## config.mk

```make
export PLATFORM = sky130hd
export DESIGN_NAME = mic1_mem_arbiter
export DESIGN_NICKNAME = d
export VERILOG_FILES = /design/src/rtl/mic1_mem_pkg.sv /design/src/rtl/mic1_byte_sel.sv /design/src/rtl/mic1_mem_arbiter.sv
export SDC_FILE = /design/constraint.sdc
export NUM_CORES = 1
export LEC_CHECK = 0
export CORE_MARGIN = 4
export CORE_UTILIZATION = 25
export CTS_CLUSTER_SIZE = 12
export DETAILED_ROUTE_END_ITERATION = 8
export GPL_TIMING_DRIVEN = 0
export SYNTH_ARGS = -nofsm -noshare
export SYNTH_HDL_FRONTEND = slang
export SYNTH_SLANG_ARGS = --single-unit
```

## constraint.sdc

```tcl
create_clock -name clk -period 6.3 [get_ports clk]
set_clock_uncertainty 0.05 [all_clocks]
set_input_delay 1.26 -clock clk [delete_from_list [all_inputs] [get_ports clk]]
set_output_delay 1.26 -clock clk [all_outputs]
set_load 0.02 [all_outputs]
```

## src/rtl/mic1_mem_pkg.sv

```systemverilog
// rtl/mic1_mem_pkg.sv - shared types and constants for the MIC-1 memory arbiter
//
// Purpose:
//   Arbiter FSM state encoding, word-op encoding, the MIC-1 word width and
//   the big-endian byte-lane positions used by the byte selector and by the
//   datapath.
//
// Contents:
//   MIC1_WORD_W  - memory word width (32)
//   LANE_B*_LSB  - bit position of each byte lane inside a word
//   LANE_B*      - PC[1:0] value that selects each lane
//   arb_state_e  - IDLE / WORD / FETCH / DONE
//   mem_op_e     - NONE / READ / WRITE
package mic1_mem_pkg;

  localparam int MIC1_WORD_W = 32;

  // Big-endian: byte address offset 0 is the most significant byte.
  localparam int LANE_B0_LSB = 24;
  localparam int LANE_B1_LSB = 16;
  localparam int LANE_B2_LSB = 8;
  localparam int LANE_B3_LSB = 0;

  localparam logic [1:0] LANE_B0 = 2'd0;
  localparam logic [1:0] LANE_B1 = 2'd1;
  localparam logic [1:0] LANE_B2 = 2'd2;
  localparam logic [1:0] LANE_B3 = 2'd3;

  typedef enum logic [1:0] {
    ST_IDLE  = 2'd0,
    ST_WORD  = 2'd1,
    ST_FETCH = 2'd2,
    ST_DONE  = 2'd3
  } arb_state_e;

  typedef enum logic [1:0] {
    OP_NONE  = 2'd0,
    OP_READ  = 2'd1,
    OP_WRITE = 2'd2
  } mem_op_e;

endpackage

```

## src/rtl/mic1_byte_sel.sv

```systemverilog
// rtl/mic1_byte_sel.sv - big-endian byte lane select for 32-bit MIC-1 words
//
// Purpose:
//   Picks one byte out of a 32-bit memory word using the low two bits of a
//   byte address. Offset 0 selects bits [31:24], offset 3 selects [7:0].
//   Purely combinational so the datapath can reuse it.
//
// Ports:
//   word_i  in  32 : memory word
//   sel_i   in  2  : byte offset within the word (PC[1:0])
//   byte_o  out 8  : selected byte
module mic1_byte_sel
  import mic1_mem_pkg::*;
(
  input  logic [MIC1_WORD_W-1:0] word_i,
  input  logic [1:0]             sel_i,
  output logic [7:0]             byte_o
);

  always_comb begin
    byte_o = word_i[LANE_B0_LSB +: 8];
    unique case (sel_i)
      LANE_B0: byte_o = word_i[LANE_B0_LSB +: 8];
      LANE_B1: byte_o = word_i[LANE_B1_LSB +: 8];
      LANE_B2: byte_o = word_i[LANE_B2_LSB +: 8];
      LANE_B3: byte_o = word_i[LANE_B3_LSB +: 8];
      default: byte_o = word_i[LANE_B0_LSB +: 8];
    endcase
  end

endmodule

```

## src/rtl/mic1_mem_arbiter.sv

```systemverilog
// rtl/mic1_mem_arbiter.sv - MIC-1 memory port arbiter for word and byte paths
//
// Purpose:
//   Shares the single external memory port between the MAR/MDR word path and
//   the PC/MBR instruction-fetch path. Requests from the current
//   microinstruction are sampled only while idle; a word op always runs
//   before a simultaneous fetch. The control path is frozen through `stall`
//   until the access sequence finishes, and MDR/MBR load strobes fire in the
//   single DONE cycle that ends the sequence.
//
// Parameters:
//   ADDR_W : byte-address width
//   DATA_W : memory word width (MIC-1 uses 32)
//   CNT_W  : width of the saturating stall-cycle counter
//
// Ports:
//   clk, rst        : clock, asynchronous active-high reset
//   rd, wr, fetch   : microinstruction memory control bits
//   MAR, MDR_q, PC  : word address, write data, fetch byte address
//   mem_req/we/addr/wdata, mem_ack/rdata : req/ack memory handshake
//   mdr_d, mdr_load : value and one-cycle load strobe for MDR
//   mbr_d, mbr_load : byte and one-cycle load strobe for MBR
//   stall           : high whenever an access sequence is in progress
//   err             : one-cycle pulse when rd and wr were issued together
//   stall_cnt       : saturating count of stalled cycles
module mic1_mem_arbiter
  import mic1_mem_pkg::*;
#(
  parameter int ADDR_W = 32,
  parameter int DATA_W = 32,
  parameter int CNT_W  = 16
) (
  input  logic              clk,
  input  logic              rst,
  input  logic              rd,
  input  logic              wr,
  input  logic              fetch,
  input  logic [ADDR_W-1:0] MAR,
  input  logic [DATA_W-1:0] MDR_q,
  input  logic [ADDR_W-1:0] PC,
  output logic              mem_req,
  output logic              mem_we,
  output logic [ADDR_W-1:0] mem_addr,
  output logic [DATA_W-1:0] mem_wdata,
  input  logic              mem_ack,
  input  logic [DATA_W-1:0] mem_rdata,
  output logic [DATA_W-1:0] mdr_d,
  output logic              mdr_load,
  output logic [7:0]        mbr_d,
  output logic              mbr_load,
  output logic              stall,
  output logic              err,
  output logic [CNT_W-1:0]  stall_cnt
);

  arb_state_e        state_q, state_d;
  mem_op_e           op_q, op_d;
  logic              fetch_q, fetch_d;
  logic [ADDR_W-1:0] waddr_q, waddr_d;
  logic [DATA_W-1:0] wdata_q, wdata_d;
  logic [ADDR_W-1:0] pc_q, pc_d;
  logic [DATA_W-1:0] rdata_cap_q, rdata_cap_d;
  logic [7:0]        mbyte_q, mbyte_d;
  logic              err_q, err_d;
  logic [CNT_W-1:0]  cnt_q, cnt_d;
  logic [7:0]        lane_byte;

  // Byte lane comes from the latched PC, not the live one: the datapath may
  // change PC while the fetch is outstanding.
  mic1_byte_sel u_byte_sel (
    .word_i (mem_rdata),
    .sel_i  (pc_q[1:0]),
    .byte_o (lane_byte)
  );

  always_comb begin
    state_d     = state_q;
    op_d        = op_q;
    fetch_d     = fetch_q;
    waddr_d     = waddr_q;
    wdata_d     = wdata_q;
    pc_d        = pc_q;
    rdata_cap_d = rdata_cap_q;
    mbyte_d     = mbyte_q;
    err_d       = 1'b0;
    mem_req     = 1'b0;
    mem_we      = 1'b0;
    mem_addr    = '0;
    mem_wdata   = '0;
    mdr_load    = 1'b0;
    mbr_load    = 1'b0;

    unique case (state_q)
      ST_IDLE: begin
        // Write wins a rd/wr conflict; the read is silently dropped.
        if (wr) begin
          op_d = OP_WRITE;
        end else if (rd) begin
          op_d = OP_READ;
        end else begin
          op_d = OP_NONE;
        end
        fetch_d = fetch;
        err_d   = rd & wr;
        if (rd || wr) begin
          waddr_d = MAR << 2;
          wdata_d = MDR_q;
        end
        if (fetch) begin
          pc_d = PC;
        end
        if (rd || wr) begin
          state_d = ST_WORD;
        end else if (fetch) begin
          state_d = ST_FETCH;
        end
      end

      ST_WORD: begin
        mem_req   = 1'b1;
        mem_we    = (op_q == OP_WRITE);
        mem_addr  = waddr_q;
        mem_wdata = wdata_q;
        if (mem_ack) begin
          if (op_q == OP_READ) begin
            rdata_cap_d = mem_rdata;
          end
          state_d = fetch_q ? ST_FETCH : ST_DONE;
        end
      end

      ST_FETCH: begin
        mem_req  = 1'b1;
        mem_addr = {pc_q[ADDR_W-1:2], 2'b00};
        if (mem_ack) begin
          mbyte_d = lane_byte;
          state_d = ST_DONE;
        end
      end

      ST_DONE: begin
        // op_q and fetch_q still describe the sequence that just finished,
        // so they directly select which registers get loaded.
        mdr_load = (op_q == OP_READ);
        mbr_load = fetch_q;
        op_d     = OP_NONE;
        fetch_d  = 1'b0;
        state_d  = ST_IDLE;
      end

      default: begin
        state_d = ST_IDLE;
      end
    endcase
  end

  assign stall = (state_q != ST_IDLE);

  always_comb begin
    cnt_d = cnt_q;
    if (stall && (cnt_q != {CNT_W{1'b1}})) begin
      cnt_d = cnt_q + 1'b1;
    end
  end

  always_ff @(posedge clk or posedge rst) begin
    if (rst) begin
      state_q     <= ST_IDLE;
      op_q        <= OP_NONE;
      fetch_q     <= 1'b0;
      waddr_q     <= '0;
      wdata_q     <= '0;
      pc_q        <= '0;
      rdata_cap_q <= '0;
      mbyte_q     <= '0;
      err_q       <= 1'b0;
      cnt_q       <= '0;
    end else begin
      state_q     <= state_d;
      op_q        <= op_d;
      fetch_q     <= fetch_d;
      waddr_q     <= waddr_d;
      wdata_q     <= wdata_d;
      pc_q        <= pc_d;
      rdata_cap_q <= rdata_cap_d;
      mbyte_q     <= mbyte_d;
      err_q       <= err_d;
      cnt_q       <= cnt_d;
    end
  end

  assign mdr_d     = rdata_cap_q;
  assign mbr_d     = mbyte_q;
  assign err       = err_q;
  assign stall_cnt = cnt_q;

endmodule

```

# Word-level counts from Yosys, hierarchy flattened
# Index checks and enable logic that the tools add are counted.
dict set report totals {
  reg_bits 156
  in_bits 134
  output_inout_bits 126
  word_cells 54
}
dict set report classes {
  add_sub_neg 1
  n_eq_ne 12
  mux 18
  bitwise 1
  reduce_logical 12
}
# operator count
set ops {}
lappend ops {{32-bit case mux with 2 select lines} 1}
lappend ops {{32-bit 2-to-1 mux} 1}
lappend ops {{8-bit case mux with 4 select lines} 1}
lappend ops {{16-bit by 1-bit adder with 16-bit output, second input constant} 1}
lappend ops {{16-bit inequality test, second input constant} 1}
lappend ops {{2-bit equality test, second input constant} 5}
lappend ops {{2-bit 2-to-1 mux} 5}
lappend ops {{2-bit case mux with 4 select lines} 1}
lappend ops {{1-bit 2-to-1 mux} 7}
lappend ops {{2-bit by 1-bit equality test with 1-bit output, second input constant} 3}
lappend ops {{2-bit AND reduction} 3}
lappend ops {{3-bit AND reduction} 2}
lappend ops {{2-bit zero test} 2}
lappend ops {{2-bit inequality test, second input constant} 2}
lappend ops {{2-bit case mux with 2 select lines} 1}
lappend ops {{2-bit nonzero test} 2}
lappend ops {{3-bit inequality test, second input constant} 1}
lappend ops {{1-bit case mux with 2 select lines} 1}
lappend ops {{2-bit OR reduction} 1}
lappend ops {{1-bit AND} 1}
lappend ops {{1-bit logical AND} 1}
lappend ops {{1-bit logical OR} 1}

# Longest topological paths before layout
dict set report depth {
  depth_word 3
  ltp_mapped 7
  depth_no_buf 6
}

# Hierarchy
# Synthesis repeated with hierarchy kept, for this count alone.
dict set report hier_totals {
  cells_unflattened 513
  hier_area_um2 7034.2
}
# module instances cells_each area_per_inst_um2
set by_module_without_submodules {}
lappend by_module_without_submodules {mic1_mem_arbiter 1 503 6837.8}
lappend by_module_without_submodules {mic1_byte_sel 1 10 196.4}

# Least setup slack after synthesis
# OpenSTA, ideal clock, no wires.
dict set report synth_path {
  path_kind {register to output}
  from {reg state_q[1]}
  to {out mem_addr[18]}
  arrival_ns 1.726
  t_required_ns 4.990
  path_slack_ns 3.264
  stages_incl_launch_ff 6
  path_cell_list {dfrtp_1 > inv_1 > ha_1 > clkbuf_1 > clkbuf_1 > nor2b_1}
}
dict set report synth_between {
  elab_chain_cells 2
}
# item line
set synth_lines {}
lappend synth_lines {{start, declared} mic1_mem_arbiter.sv:56} ;# arb_state_e state_q, state_d;
lappend synth_lines {{start signal, assigned} mic1_mem_arbiter.sv:179} ;# state_q <= state_d;
lappend synth_lines {{2-bit equality test / 2-bit by 1-bit equality test with 1-bit output (equally long branches)} mic1_mem_arbiter.sv:93} ;# unique case (state_q)
lappend synth_lines {{32-bit case mux with 2 select lines *} mic1_mem_arbiter.sv:93}
lappend synth_lines {{end, declared} mic1_mem_arbiter.sv:43} ;# output logic [ADDR_W-1:0] mem_addr,
# Every way passes the cells marked *; elsewhere a longest branch is shown, timed or not.

# Worst setup path in the final report
dict set report layout_path {
  from {reg state_q[1]}
  to {out mem_wdata[15]}
}
dict set report layout_between {
  elab_chain_cells 2
}
# item line
set layout_lines {}
lappend layout_lines {{2-bit by 1-bit equality test with 1-bit output} mic1_mem_arbiter.sv:93}
lappend layout_lines {{32-bit 2-to-1 mux} mic1_mem_arbiter.sv:93}
lappend layout_lines {{end, declared} mic1_mem_arbiter.sv:44} ;# output logic [DATA_W-1:0] mem_wdata,
# Every way passes these cells.

==> impl_metrics.yaml <==
logic_synthesis:
  yosysTopAreaCell: "dfrtp_1"
  synth_warnings: 0
  synth_top_flop_cell: "dfrtp_1"
  syn_area_um2: 7051
  async_flop_share: 1.000
  synth-edff-count: 0
  ys_seq_elements: 156
  seq_area_frac_synth: 0.5537
  ys_top_cells_by_area: "dfrtp_1, mux2_2, a22oi_1, and2_1, nor2b_1"
  netlist_instances: 523
  syn_avg_cell_area_um2: 13.48
  synth_top_area_share: 0.5537
  ys_types: 46
sta:
  fin_crit_sh: 0.7460
  rsz0062_at_grt: "false"
  slew_viol_final: 0
  period_minus_slack_ns: 4.700
  hold_viol: 0
  finalSetupViolCount: 0
  fmax_mhz: 212.8
  max_slew.worst_pin.slew_ns: 0.9741
  max_slew_margin: 0.3462
global_routing:
  grt_pass1_vias: 5632
  grt_pass1_wl_um: 33100
  grtUsageTotal: 0.1387
  antenna_found_initial: 0
  grt_max_degree: 88
  grt-ovfl-total: 0
worst_setup_path:
  crit_path_end_kind: "output pin"
  crit_arrival_ns: 3.39
  cp_max_fo: 10
  crit_required_ns: 4.99
  path_class: "reg2out"
  crit_path_start_kind: "register"
placed_design:
  dp_cells: 1158
  gp_congestion: 0.7348
  place_hpwl_um: 16110
  port_buffers: 255
  place_area_um2: 10110
detailed_routing:
  drtPass1Iterations: 4
  wl_met2_um: 10290
  wl_um: 21730
  drt-initial-drc-count: 165
  routed.top_layer: "met4"
  routed-wl-met3_um: 2332
  vias_per_cell: 4.403
  dr_total_vias: 5240
  drcViolationCount: 0
  wl_per_cell_um: 18.26
  met1_length_um: 8893
  antenna_left: 0
power_and_ir_drop:
  power.leakage_nw: 4.348
  power_density_nw_per_um2: 497.0
  power_w: 0.005307
  vdd_drop_max_uv: 208.2
die:
  num_rows: 61
  die-area_um2: 30950
  initial_core_util: 0.2538
  core_um2: 27780
  die_y_um: 175.9
  die_w_um: 175.9
  ios: 260
clocking:
  cts_root_buf: "clkbuf_16"
  holdBufCountCts: 0
  cts_setup_buffers: 0
  clk_pin_slew_ns: 0.07
  cts_buffer_depth: 2
  cts_resized: 0
  cts_tree: "yes"
  htree_num_levels: 4
  clk_latency_ns: 0.42
  cts_sinks: 156
  cts_inserted_buffers: 17
finish:
  area_growth_pct: 51.45
  fin_nets: 940
  layout_common_cells: "clkdlybuf4s50_1, dfrtp_1, mux2_2, and2_1, nor2b_1"
  instances_no_fill: 1190
  final_common_cell: "clkdlybuf4s50_1"
  drive_gt1_frac: 0.2438
  design_area_um2: 10680
  diodes: 0
  n_fill_cell: 2730
outcome:
  status: "completed"
flow_run:
  cap_violations: 0
min_path:
  worstHoldPathType: "reg2reg"
## power by group
group | switching, W | internal, W
combinational | 0.00125 | 0.00134
sequential | 0.000255 | 0.00146
clock | 0.000472 | 0.000533
## state kept, by name (all words and copies together), names as in the netlist
register and cells:
err 1, wdata_q 32, mdr_d 32, mbr_d 8, waddr_q 30, pc_q 32, state_q 2, op_q 2
fetch_q 1, stall_cnt 16
## Yosys cell counts, drive strengths merged (2+ instances only)
cell and count:
mux2 136, nand3 7, nand2 12, a21oi 3
xnor2 7, ha 7, nor4b 2, nor4 2
o21ai 8, nor2b 31, and3b 2, nand2b 2
nand4 5, dfrtp 156, a22oi 30, and2 34
mux4 8, inv 8, nor3 2, nor2 11
clkbuf 14, buf 17, xor2 5
## worst max-delay path, stage by stage (launching register included)
cell	delay [ns]
dfrtp_1	0.44
inv_1	0.13
ha_1	0.14
clkbuf_1	0.47
clkbuf_1	0.59
clkbuf_1	0.35
and2_1	0.22
clkdlybuf4s50_1	0.63
## area by class of cell
type                            count  area (um2)  area share
Clock inverter                     14       123.9     0.01160
Multi-Input combinational cell    329        2979      0.2790
Clock buffer                       18       439.2     0.04113
Sequential cell                   156        3904      0.3656
Inverter                            8       37.54    0.003515
Buffer                             31       141.4     0.01324
Timing Repair Buffer              256        2580      0.2416
Tap cell                          378       473.0     0.04429
## path summary, 6_finish.rpt
path / end / from / slack (ns) / depth (start not counted)
worst max-delay path: mem_wdata[15] / state_q[1] / 1.60 / 7
worst min-delay path: wdata_q[20] / wdata_q[20] / 0.45 / 1
worst max register to register: waddr_q[4] / state_q[1] / 3.88 / 6
worst min register to register: wdata_q[20] / wdata_q[20] / 0.45 / 1
max in group asynchronous: pc_q[23] / rst / 4.15 / 3
min in group asynchronous: mdr_d[3] / rst / 1.22 / 2
## per-stage QoR
step	utilization	setup slack [ns]	setup TNS, ns	hold slack, ns
2_1_floorplan	-	0.7835	0	0.4213
3_3_place_gp	0.3628	-1.835	-283.47	0.4291
3_5_place_dp	0.3641	1.893	0	0.4373
4_1_cts	0.3843	1.435	0	0.4540
5_1_grt	0.3843	1.331	0	0.4648
6_report	0.3843	1.600	0	0.4503
## per-layer routing
layer	vias up	global-route usage
met5	-	0
met4	0	0.03346
met3	14	0.06702
met1	2615	0.1633
li1	2411	-
met2	200	0.2294
## cell families after synthesis
| logic type | after synthesis | share of synthesized area |
|---|---|---|
| simple gates | 114 | 0.1008 |
| fa+ha+maj | 7 | 0.01242 |
| buf+inv | 39 | 0.02431 |
| mux | 144 | 0.2428 |
| compound gates | 50 | 0.05058 |
| other cells | 1 | 0.0005319 |
| xor+xnor | 12 | 0.01491 |
| flops | 156 | 0.5537 |
Note: power is estimated with default switching activity, not from simulation.
